$ cat src/rtl/slice_scheduler.sv
// Slice scheduler: issues one init latch after reset, then per-slice grayscale latch requests on encoder ticks/homes, and swaps the ping-pong frame buffers.
// Latency: encoder edge to SER_REQ is SYNC_STAGES+1 cycles from IDLE. Backpressure: a request holds until SER_ACK; encoder events during a transfer coalesce into one pending request, and the extra ones are counted as overruns.
module slice_scheduler #(
  parameter int NUM_SLICES  = 360,
  parameter int SLICE_W     = 9,
  parameter int SYNC_STAGES = 2
) (
  input  logic               TESTCLK,
  input  logic               nReset,
  input  logic               ENC_ABS_HOME,
  input  logic               ENC_360,
  input  logic               FRAME_DONE,
  input  logic               SER_ACK,
  input  logic               SER_DONE,
  output logic               SER_REQ,
  output logic               SER_INIT,
  output logic [SLICE_W-1:0] SER_SLICE,
  output logic               BUF_SEL,
  output logic               HOME_SEEN,
  output logic [7:0]         OVERRUN_CNT,
  output logic [3:0]         STATE_CHECK
);

  typedef enum logic [3:0] {
    INIT_REQ  = 4'd1,
    INIT_WAIT = 4'd2,
    WAIT_HOME = 4'd3,
    IDLE      = 4'd4,
    REQ       = 4'd5,
    BUSY      = 4'd6
  } state_t;

  localparam logic [SLICE_W-1:0] LAST_SLICE = SLICE_W'(NUM_SLICES - 1);

  state_t state_q, state_d;

  logic [SYNC_STAGES-1:0] home_sync_q, home_sync_d;
  logic [SYNC_STAGES-1:0] tick_sync_q, tick_sync_d;
  logic                   home_prev_q, home_prev_d;
  logic                   tick_prev_q, tick_prev_d;
  logic [SLICE_W-1:0]     slice_q, slice_d;
  logic                   pending_q, pending_d;
  logic [7:0]             overrun_q, overrun_d;
  logic                   swap_pending_q, swap_pending_d;
  logic                   swap_armed_q, swap_armed_d;
  logic                   buf_sel_q, buf_sel_d;
  logic                   home_seen_q, home_seen_d;
  logic                   ser_req_q, ser_req_d;
  logic                   ser_init_q, ser_init_d;
  logic [SLICE_W-1:0]     ser_slice_q, ser_slice_d;

  logic home_stb, tick_stb, enc_ev;
  logic xfer_st, hold_buf, done_edge, do_swap;

  always_comb begin
    home_sync_d = {home_sync_q[SYNC_STAGES-2:0], ENC_ABS_HOME};
    tick_sync_d = {tick_sync_q[SYNC_STAGES-2:0], ENC_360};
    home_prev_d = home_sync_q[SYNC_STAGES-1];
    tick_prev_d = tick_sync_q[SYNC_STAGES-1];
    home_stb    = home_sync_q[SYNC_STAGES-1] & ~home_prev_q;
    tick_stb    = tick_sync_q[SYNC_STAGES-1] & ~tick_prev_q;
    enc_ev      = home_stb | tick_stb;
  end

  // State register
  always_ff @(posedge TESTCLK or negedge nReset) begin
    if (!nReset) state_q <= INIT_REQ;
    else         state_q <= state_d;
  end

  // Next-state logic
  always_comb begin
    state_d = state_q;
    case (state_q)
      INIT_REQ:  if (SER_ACK)  state_d = INIT_WAIT;
      INIT_WAIT: if (SER_DONE) state_d = WAIT_HOME;
      WAIT_HOME: if (home_stb) state_d = REQ;
      IDLE:      if (enc_ev)   state_d = REQ;
      REQ:       if (SER_ACK)  state_d = BUSY;
      BUSY:      if (SER_DONE) state_d = (pending_q || enc_ev) ? REQ : IDLE;
      default:                 state_d = INIT_REQ;
    endcase
  end

  // Output and datapath next values
  always_comb begin
    xfer_st  = (state_q == REQ) || (state_q == BUSY);
    // The buffer may only move while no transfer (init or grayscale) is outstanding.
    hold_buf = xfer_st || (state_q == INIT_REQ) || (state_q == INIT_WAIT);
    done_edge = SER_DONE && ((state_q == BUSY) || (state_q == INIT_WAIT));

    slice_d = slice_q;
    if (home_stb && (xfer_st || state_q == IDLE || state_q == WAIT_HOME)) begin
      slice_d = '0;
    end else if (tick_stb && (xfer_st || state_q == IDLE)) begin
      slice_d = (slice_q == LAST_SLICE) ? '0 : slice_q + 1'b1;
    end

    pending_d = pending_q;
    if (state_q == BUSY && SER_DONE) pending_d = 1'b0;
    else if (xfer_st && enc_ev)      pending_d = 1'b1;

    overrun_d = overrun_q;
    if (xfer_st && enc_ev && pending_q && overrun_q != 8'hFF) overrun_d = overrun_q + 8'd1;

    do_swap = swap_pending_q &&
              (hold_buf ? (done_edge && (swap_armed_q || home_stb)) : home_stb);
    buf_sel_d      = buf_sel_q ^ do_swap;
    swap_pending_d = FRAME_DONE || (swap_pending_q && !do_swap);
    swap_armed_d   = !do_swap && (swap_armed_q || (home_stb && swap_pending_q && hold_buf));

    home_seen_d = home_seen_q | home_stb;

    ser_req_d   = (state_d == INIT_REQ) || (state_d == REQ);
    ser_init_d  = (state_d == INIT_REQ) || (state_d == INIT_WAIT);
    ser_slice_d = (state_d == REQ && state_q != REQ) ? slice_d : ser_slice_q;
  end

  always_ff @(posedge TESTCLK or negedge nReset) begin
    if (!nReset) begin
      home_sync_q    <= '0;
      tick_sync_q    <= '0;
      home_prev_q    <= 1'b0;
      tick_prev_q    <= 1'b0;
      slice_q        <= '0;
      pending_q      <= 1'b0;
      overrun_q      <= 8'd0;
      swap_pending_q <= 1'b0;
      swap_armed_q   <= 1'b0;
      buf_sel_q      <= 1'b0;
      home_seen_q    <= 1'b0;
      ser_req_q      <= 1'b0;
      ser_init_q     <= 1'b1;
      ser_slice_q    <= '0;
    end else begin
      home_sync_q    <= home_sync_d;
      tick_sync_q    <= tick_sync_d;
      home_prev_q    <= home_prev_d;
      tick_prev_q    <= tick_prev_d;
      slice_q        <= slice_d;
      pending_q      <= pending_d;
      overrun_q      <= overrun_d;
      swap_pending_q <= swap_pending_d;
      swap_armed_q   <= swap_armed_d;
      buf_sel_q      <= buf_sel_d;
      home_seen_q    <= home_seen_d;
      ser_req_q      <= ser_req_d;
      ser_init_q     <= ser_init_d;
      ser_slice_q    <= ser_slice_d;
    end
  end

  assign SER_REQ     = ser_req_q;
  assign SER_INIT    = ser_init_q;
  assign SER_SLICE   = ser_slice_q;
  assign BUF_SEL     = buf_sel_q;
  assign HOME_SEEN   = home_seen_q;
  assign OVERRUN_CNT = overrun_q;
  assign STATE_CHECK = state_q;

endmodule

$ cat config.mk
export PLATFORM = sky130hd
export DESIGN_NAME = slice_scheduler
export DESIGN_NICKNAME = d
export VERILOG_FILES = /design/src/rtl/slice_scheduler.sv
export SDC_FILE = /design/constraint.sdc
export NUM_CORES = 1
export LEC_CHECK = 0
export CAP_MARGIN = 25
export CORE_MARGIN = 2
export CORE_UTILIZATION = 45
export CTS_BUF_LIST = sky130_fd_sc_hd__clkbuf_16
export DETAILED_ROUTE_END_ITERATION = 6
export GPL_ROUTABILITY_DRIVEN = 1
export PLACE_DENSITY = 0.72
export RECOVER_POWER = 50
export SYNTH_ARGS = -nofsm -noshare
export SYNTH_HDL_FRONTEND = slang
export SYNTH_SLANG_ARGS = --single-unit
$ cat constraint.sdc
create_clock -name TESTCLK -period 2.1 [get_ports TESTCLK]
set_input_delay 0.42 -clock TESTCLK [delete_from_list [all_inputs] [get_ports TESTCLK]]
set_output_delay 0.42 -clock TESTCLK [all_outputs]
set_load 0.01 [all_outputs]
==> flow_summary_export.csv, run 1 <==
group,metric,value,unit
clock_network,cts.reportedPaths.clkPinSlew,0.06,ns
global_route,grt_use_total,0.166,
placed_design,hpwl,2.81,mm
placed_design,pre_cts_slack,-0.381,ns
clock_network,cts-htree-levels,2,
sta,skew,0.00431,ns
sta,timing.final.crit_share,0.964,
critical_path,required,2.26,ns
critical_path,r2r_setup_slack,0.11,ns
cells_and_area,num-fill-cells,361,
yosys,synth_top_area_share,0.515,
power,peakVddDrop,0.466,mV
outcome,status,"completed",
detailed_routing,via_per_inst,5.39,
sta,timing.fmax,0.494,GHz
global_route,grt_pass1_wl,6.54,mm
power,leakage,1.13,nW
yosys,ys_seq_elements,43,
global_route,antenna_found_initial,0,
yosys,synth_edf_count,0,
clock_network,max-clock-path-buffers,2,
global_route,grt_max_degree,25,
detailed_routing,drc_errors,0,
detailed_routing,wl_per_cell,14.2,um
die,ios,32,
yosys,syn_area,1990,um2
yosys,synth-async-reset-ratio,1.00,
yosys,synth.largest_area_cell,"dfrtp_1",
critical_path,worstPathCellList,"clkdlybuf4s50_1 > or3b_4 > o221a_4 > o221ai_4 > a211oi_4 > buf_12 > mux2_4",
cells_and_area,multi_input_area,841,um2
power,fin_total_pwr,0.00218,W
yosys,synth_flop_cell,"dfrtp_1",
sta,relSlewSlack,0.279,
die,fp.dieW,70.6,um
placed_design,dp_cells,255,
yosys,yosysSeqAreaShare,0.541,
clock_network,clock-sinks,43,
clock_network,postCtsHoldBufs,0,
cells_and_area,fin_cells,264,
die,die_h,70.6,um
clock_network,cts-root-buf,"clkbuf_16",
global_route,grt_pass1_vias,1447,
die,rows,24,
critical_path,crit_path_top_delay_cell,"clkdlybuf4s50_1",
critical_path,max_stage_delay,0.42,ns
hold_path,hold_path_class,"primary input to asynchronous set/reset pin",
sta,fin_hold_ws,0.314,ns
die,core-area,4320,um2
sta,setup_slack,0.0763,ns
die,initial_utilization,0.461,
sta,finalMaxSlewViolations,0,
yosys,synth.distinct_cells,50,
global_route,overflow,0,
detailed_routing,firstDrtPassIters,5,
yosys,synth_area_leaders,"dfrtp_1, mux2_2, xnor2_1",
critical_path,start_kind,"primary input",
clock_network,cts_buffers,5,
flow_run,maxCapViolCount,0,
power,p_per_area,839,nW/um2
critical_path,crit_family,"buffers and inverters",
cells_and_area,antenna_cells,0,
sta,hold_viol_final,0,
placed_design,place_congestion,0.838,
clock_network,insertion_delay,0.28,ns
critical_path,path_buf_inv,2,
yosys,syn_nets,177,
critical_path,setup.worst_path.end_class,"flip-flop",
sta,tightest_slew,1.08,ns
detailed_routing,drt_wl_total,3.75,mm
placed_design,port-buffer-count,31,
sta,rsz0062_at_grt,"no",
cells_and_area,areaGrowthSynthToFinish,30.1,%
critical_path,crit_fanout,9,
detailed_routing,drtIter0Drc,70,
die,die_area,4980,um2
critical_path,path_class,"primary input to flip-flop",
detailed_routing,drt.antenna.violating_nets,0,
yosys,synth_cells,168,
sta,period_minus_slack,2.02,ns
detailed_routing,vias,1422,
cells_and_area,regArea,1080,um2
sta,setup_viol,0,
yosys,synth_warnings,0,
cells_and_area,layout.nets,220,
critical_path,arrival,2.19,ns
clock_network,cts_tree,"done",
yosys,postSynthAreaPerCell,11.9,um2
cells_and_area,drive_gt1_frac,0.203,
## cells in the mapped netlist, drive strengths merged, types with 2 or more instances
| library cell | number |
|---|---|
| ha | 2 |
| mux2 | 10 |
| nand2b | 2 |
| buf | 5 |
| or2b | 3 |
| a31o | 2 |
| and4 | 3 |
| nand3 | 7 |
| nand2 | 15 |
| nand4 | 4 |
| xor2 | 4 |
| dfstp | 2 |
| inv | 6 |
| nor2 | 8 |
| dfrtp | 41 |
| nand3b | 2 |
| nor3 | 2 |
| xnor2 | 10 |
| and3 | 4 |
| a21oi | 10 |
## path summary, 6_finish.rpt
path	start	to	depth (start not counted)
worst min register to register	home_sync_q[0]	home_sync_q[1]	0
min in group TESTCLK	home_sync_q[0]	home_sync_q[1]	0
worst max register to register	STATE_CHECK[0]	SER_SLICE[2]	6
max in group asynchronous	nReset	slice_q[3]	2
worst max-delay path	SER_DONE	SER_SLICE[3]	7
worst min-delay path	nReset	OVERRUN_CNT[5]	1
## per-layer routing
metal / wire length [um] / vias up / track usage
met3: 141 / 7 / 0.0484
met1: 1700 / 707 / 0.220
met2: 1860 / 27 / 0.267
met4: 42 / 0 / 0.0524
li1: - / 681 / -
met5: 0 / - / 0
## cells by family (layout without fill, tap and decap cells)
logic type	Yosys count	in the layout	synth area share
simple gates	60	60	0.177
flops	43	43	0.541
compound gates	26	26	0.109
xor+xnor	14	14	0.0615
buf+inv	12	56	0.0383
mux	10	10	0.0584
fa+ha+maj	2	2	0.0126
other cells	1	1	0.00188
## what timing repair did
action | 4_1_cts | 5_1_grt
setup buffers | 1 | 0
setup endpoints to repair | 9 | 9
pin swaps | 1 | 1
gates resized for setup | 0 | 1
## state kept, by name, summed over array words and instances, names as in the netlist, 2 cells and up
signal       count
SER_SLICE        9
slice_q          9
OVERRUN_CNT      8
STATE_CHECK      4
home_sync_q      2
tick_sync_q      2
## cell usage in the layout, fill, tap and decap left out, types with 2 or more instances in the layout
| cell type | synthesis | final |
|---|---|---|
| a21oi_1 | 10 | 10 |
| bufinv_16 | 0 | 2 |
| dfstp_2 | 2 | 2 |
| nand4_1 | 4 | 4 |
| nand2_1 | 15 | 15 |
| dfrtp_1 | 41 | 41 |
| and3_1 | 4 | 4 |
| buf_4 | 1 | 9 |
| mux2_2 | 9 | 9 |
| nor2_1 | 8 | 8 |
| nand3b_1 | 2 | 2 |
| and4_1 | 3 | 3 |
| clkdlybuf4s50_1 | 0 | 27 |
| ha_1 | 2 | 2 |
| or2b_2 | 2 | 2 |
| clkbuf_16 | 0 | 5 |
| inv_1 | 6 | 7 |
| nand3_1 | 7 | 7 |
| nor3_1 | 2 | 2 |
| xor2_1 | 4 | 4 |
| dlygate4sd3_1 | 0 | 3 |
| nand2b_1 | 2 | 2 |
| a31o_2 | 2 | 2 |
| xnor2_1 | 10 | 10 |
## cell type report
type,instances,area share
clock buffer,5,0.0483
clock inverter,3,0.0246
inverter,6,0.00869
multi-input combinational,113,0.324
sequential,43,0.416
tap,52,0.0251
timing repair buffer,42,0.153
## through the flow
stage / TNS (ns) / instance area (um2) / util
6_report: 0 / 2590 / 0.600
3_5_place_dp: -3.26 / 2400 / 0.554
5_1_grt: 0 / 2590 / 0.600
4_1_cts: 0 / 2610 / 0.603
2_1_floorplan: 0 / 1990 / -
3_3_place_gp: -2.69 / 2400 / 0.554
## power by group
part	leakage [nW]	switching, W	internal [W]	total, W
Combinational	0.482	0.000115	0.000141	0.000256
Clock	0.0952	0.000301	0.000676	0.000977
Sequential	0.557	0.0000518	0.000891	0.000942
Total	1.13	0.000467	0.00171	0.00218
No activity file was read; power rests on OpenSTA's default activity.
==> run 2, diff against run 1 <==
--- a/config.mk
+++ b/config.mk
@@ -10,9 +10,10 @@
 export CORE_UTILIZATION = 45
 export CTS_BUF_LIST = sky130_fd_sc_hd__clkbuf_16
 export DETAILED_ROUTE_END_ITERATION = 6
+export DONT_BUFFER_PORTS = 1
 export GPL_ROUTABILITY_DRIVEN = 1
-export PLACE_DENSITY = 0.72
 export RECOVER_POWER = 50
+export SKIP_LAST_GASP = 1
 export SYNTH_ARGS = -nofsm -noshare
 export SYNTH_HDL_FRONTEND = slang
 export SYNTH_SLANG_ARGS = --single-unit
==> run 2 against run 1 <==
Effect of this change:
- clock skew shrank 0.0021 ns
- non-clock buffer count shrank 30
- critical endpoint is now SER_SLICE[5]
- largest cell class unchanged
- via count shrank 9.1%
==> flow_summary_export.csv, run 2 (same netlist as run 1, synthesis figures left out) <==
group,metric,value,unit
outcome,status,"completed",
cells_and_area,drive_gt1_frac,0.222,
detailed_routing,firstDrtPassIters,4,
sta,setup_viol,0,
hold_path,hold-path-endpoint,"home_sync_q[0]",
power,clkPwrFrac,0.378,
power,seqPwrFrac,0.528,
global_route,overflow,0,
clock_network,clock-sinks,43,
sta,relSlewSlack,0.324,
cells_and_area,layout.nets,190,
detailed_routing,drtIter0Drc,67,
power,p_comb_frac,0.094,
power,leakage,1.00,nW
sta,rsz0062_at_grt,"no",
clock_network,insertion_delay,0.27,ns
placed_design,place_congestion,0.877,
die,fp.dieW,70.6,um
sta,hold_viol_final,0,
die,core-area,4320,um2
detailed_routing,drt_wl_total,3.54,mm
clock_network,cts.reportedPaths.clkPinSlew,0.05,ns
global_route,grt_pass1_wl,6.33,mm
placed_design,dp_cells,224,
power,peakVddDrop,0.424,mV
power,switching_share,0.233,
hold_path,hold_path_class,"primary input to flip-flop",
critical_path,start_kind,"flip-flop",
critical_path,arrival,2.15,ns
hold_path,holdCritStartpoint,"ENC_ABS_HOME",
clock_network,cts_buffers,5,
critical_path,r2r_end,"SER_SLICE[5]",
cells_and_area,areaGrowthSynthToFinish,12.2,%
global_route,grt_use_total,0.160,
sta,tightest_slew,1.01,ns
die,initial_utilization,0.461,
critical_path,r2r_setup_slack,0.11,ns
sta,period_minus_slack,1.99,ns
die,die_area,4980,um2
sta,skew,0.00222,ns
cells_and_area,fin_cells,232,
detailed_routing,drt.antenna.violating_nets,0,
cells_and_area,antenna_cells,0,
clock_network,cts-htree-levels,2,
global_route,antenna_found_initial,0,
die,ios,32,
detailed_routing,wl_per_cell,15.3,um
sta,timing.fmax,0.503,GHz
detailed_routing,drc_errors,0,
detailed_routing,via_per_inst,5.57,
hold_path,min_path_cells,0,
placed_design,port-buffer-count,0,
flow_run,maxCapViolCount,0,
critical_path,reg2reg_depth,7,
sta,finalMaxSlewViolations,0,
global_route,grt_pass1_vias,1357,
die,rows,24,
cells_and_area,final_common_cell,"dfrtp_1",
clock_network,cts_tree,"done",
critical_path,setup.worst_path.end_class,"flip-flop",
power,p_sw,0.000424,W
detailed_routing,vias,1293,
power,p_int,0.00139,W
critical_path,crit_fanout,9,
global_route,grt_max_degree,44,
critical_path,required,2.26,ns
placed_design,hpwl,2.64,mm
sta,setup_tns,0,ns
power,p_per_area,813,nW/um2
clock_network,max-clock-path-buffers,2,
die,die_h,70.6,um
sta,fin_hold_ws,0.170,ns
clock_network,cts-root-buf,"clkbuf_16",
sta,timing.final.crit_share,0.946,
critical_path,rr_startpoint,"STATE_CHECK[1]",
critical_path,path_class,"flip-flop to flip-flop",
cells_and_area,layout_common_cells,"dfrtp_1, nand2_1, a21oi_1, xnor2_1",
## run 2: repair_timing
| action | 4_1_cts | 5_1_grt |
|---|---|---|
| resized for setup | 0 | 0 |
| setup buffers | 0 | 0 |
| setup endpoints to repair | 0 | 0 |
| hold buffers | 2 | 0 |
| hold endpoints to repair | 43 | 0 |
## run 2: worst max path at each step
stage / startpoint / end / cells after the start
2_1_floorplan: STATE_CHECK[0] / SER_SLICE[0] / 6
3_3_place_gp: STATE_CHECK[0] / SER_SLICE[1] / 6
3_5_place_dp: STATE_CHECK[1] / SER_SLICE[2] / 7
4_1_cts: STATE_CHECK[0] / SER_SLICE[4] / 6
5_1_grt: STATE_CHECK[1] / SER_SLICE[4] / 7
6_report: STATE_CHECK[1] / SER_SLICE[5] / 7
## run 2: per-stage QoR
step                      area [um2]   util  worst slack [ns]  total power (W)
after global placement          2090  0.484             0.143          0.00112
after floorplan                 1990      -           0.00688          0.00109
after global routing            2240  0.517            0.0514          0.00191
final                           2240  0.517             0.113          0.00182
after detailed placement        2090  0.484             0.125          0.00113
after CTS                       2250  0.521             0.105          0.00184
## run 2: layout make-up
| cell class | instances | area [um2] |
|---|---|---|
| fill | 404 | 2090 |
| sequential | 43 | 1080 |
| multi-input combinational | 113 | 838 |
| clock buffer | 5 | 125 |
| timing repair buffer | 12 | 103 |
| tap | 52 | 65.1 |
| inverter | 6 | 22.5 |
| clock inverter | 1 | 3.75 |
## run 2: critical path, cell delays in order (launching register included)
cell      delay [ns]
dfrtp_1         0.43
buf_4           0.18
or2b_1          0.17
o221a_4         0.20
o221ai_4        0.13
a211oi_4        0.27
buf_12          0.17
mux2_2          0.33
## run 2: power by group through the flow
stage	Combinational [W]	Clock (W)	Sequential (W)
3_5_place_dp	0.000155	0	0.000974
2_1_floorplan	0.000131	0	0.000959
4_1_cts	0.000179	0.000706	0.000960
5_1_grt	0.000197	0.000741	0.000969
3_3_place_gp	0.000150	0	0.000971
6_report	0.000171	0.000688	0.000959
## run 2: routing by layer
layer / up-vias / global-route usage / part of all wire
met4: 0 / 0.0524 / 0.0082
met1: 643 / 0.208 / 0.47
li1: 623 / - / -
met2: 23 / 0.256 / 0.47
met5: - / 0 / 0
met3: 4 / 0.0527 / 0.051
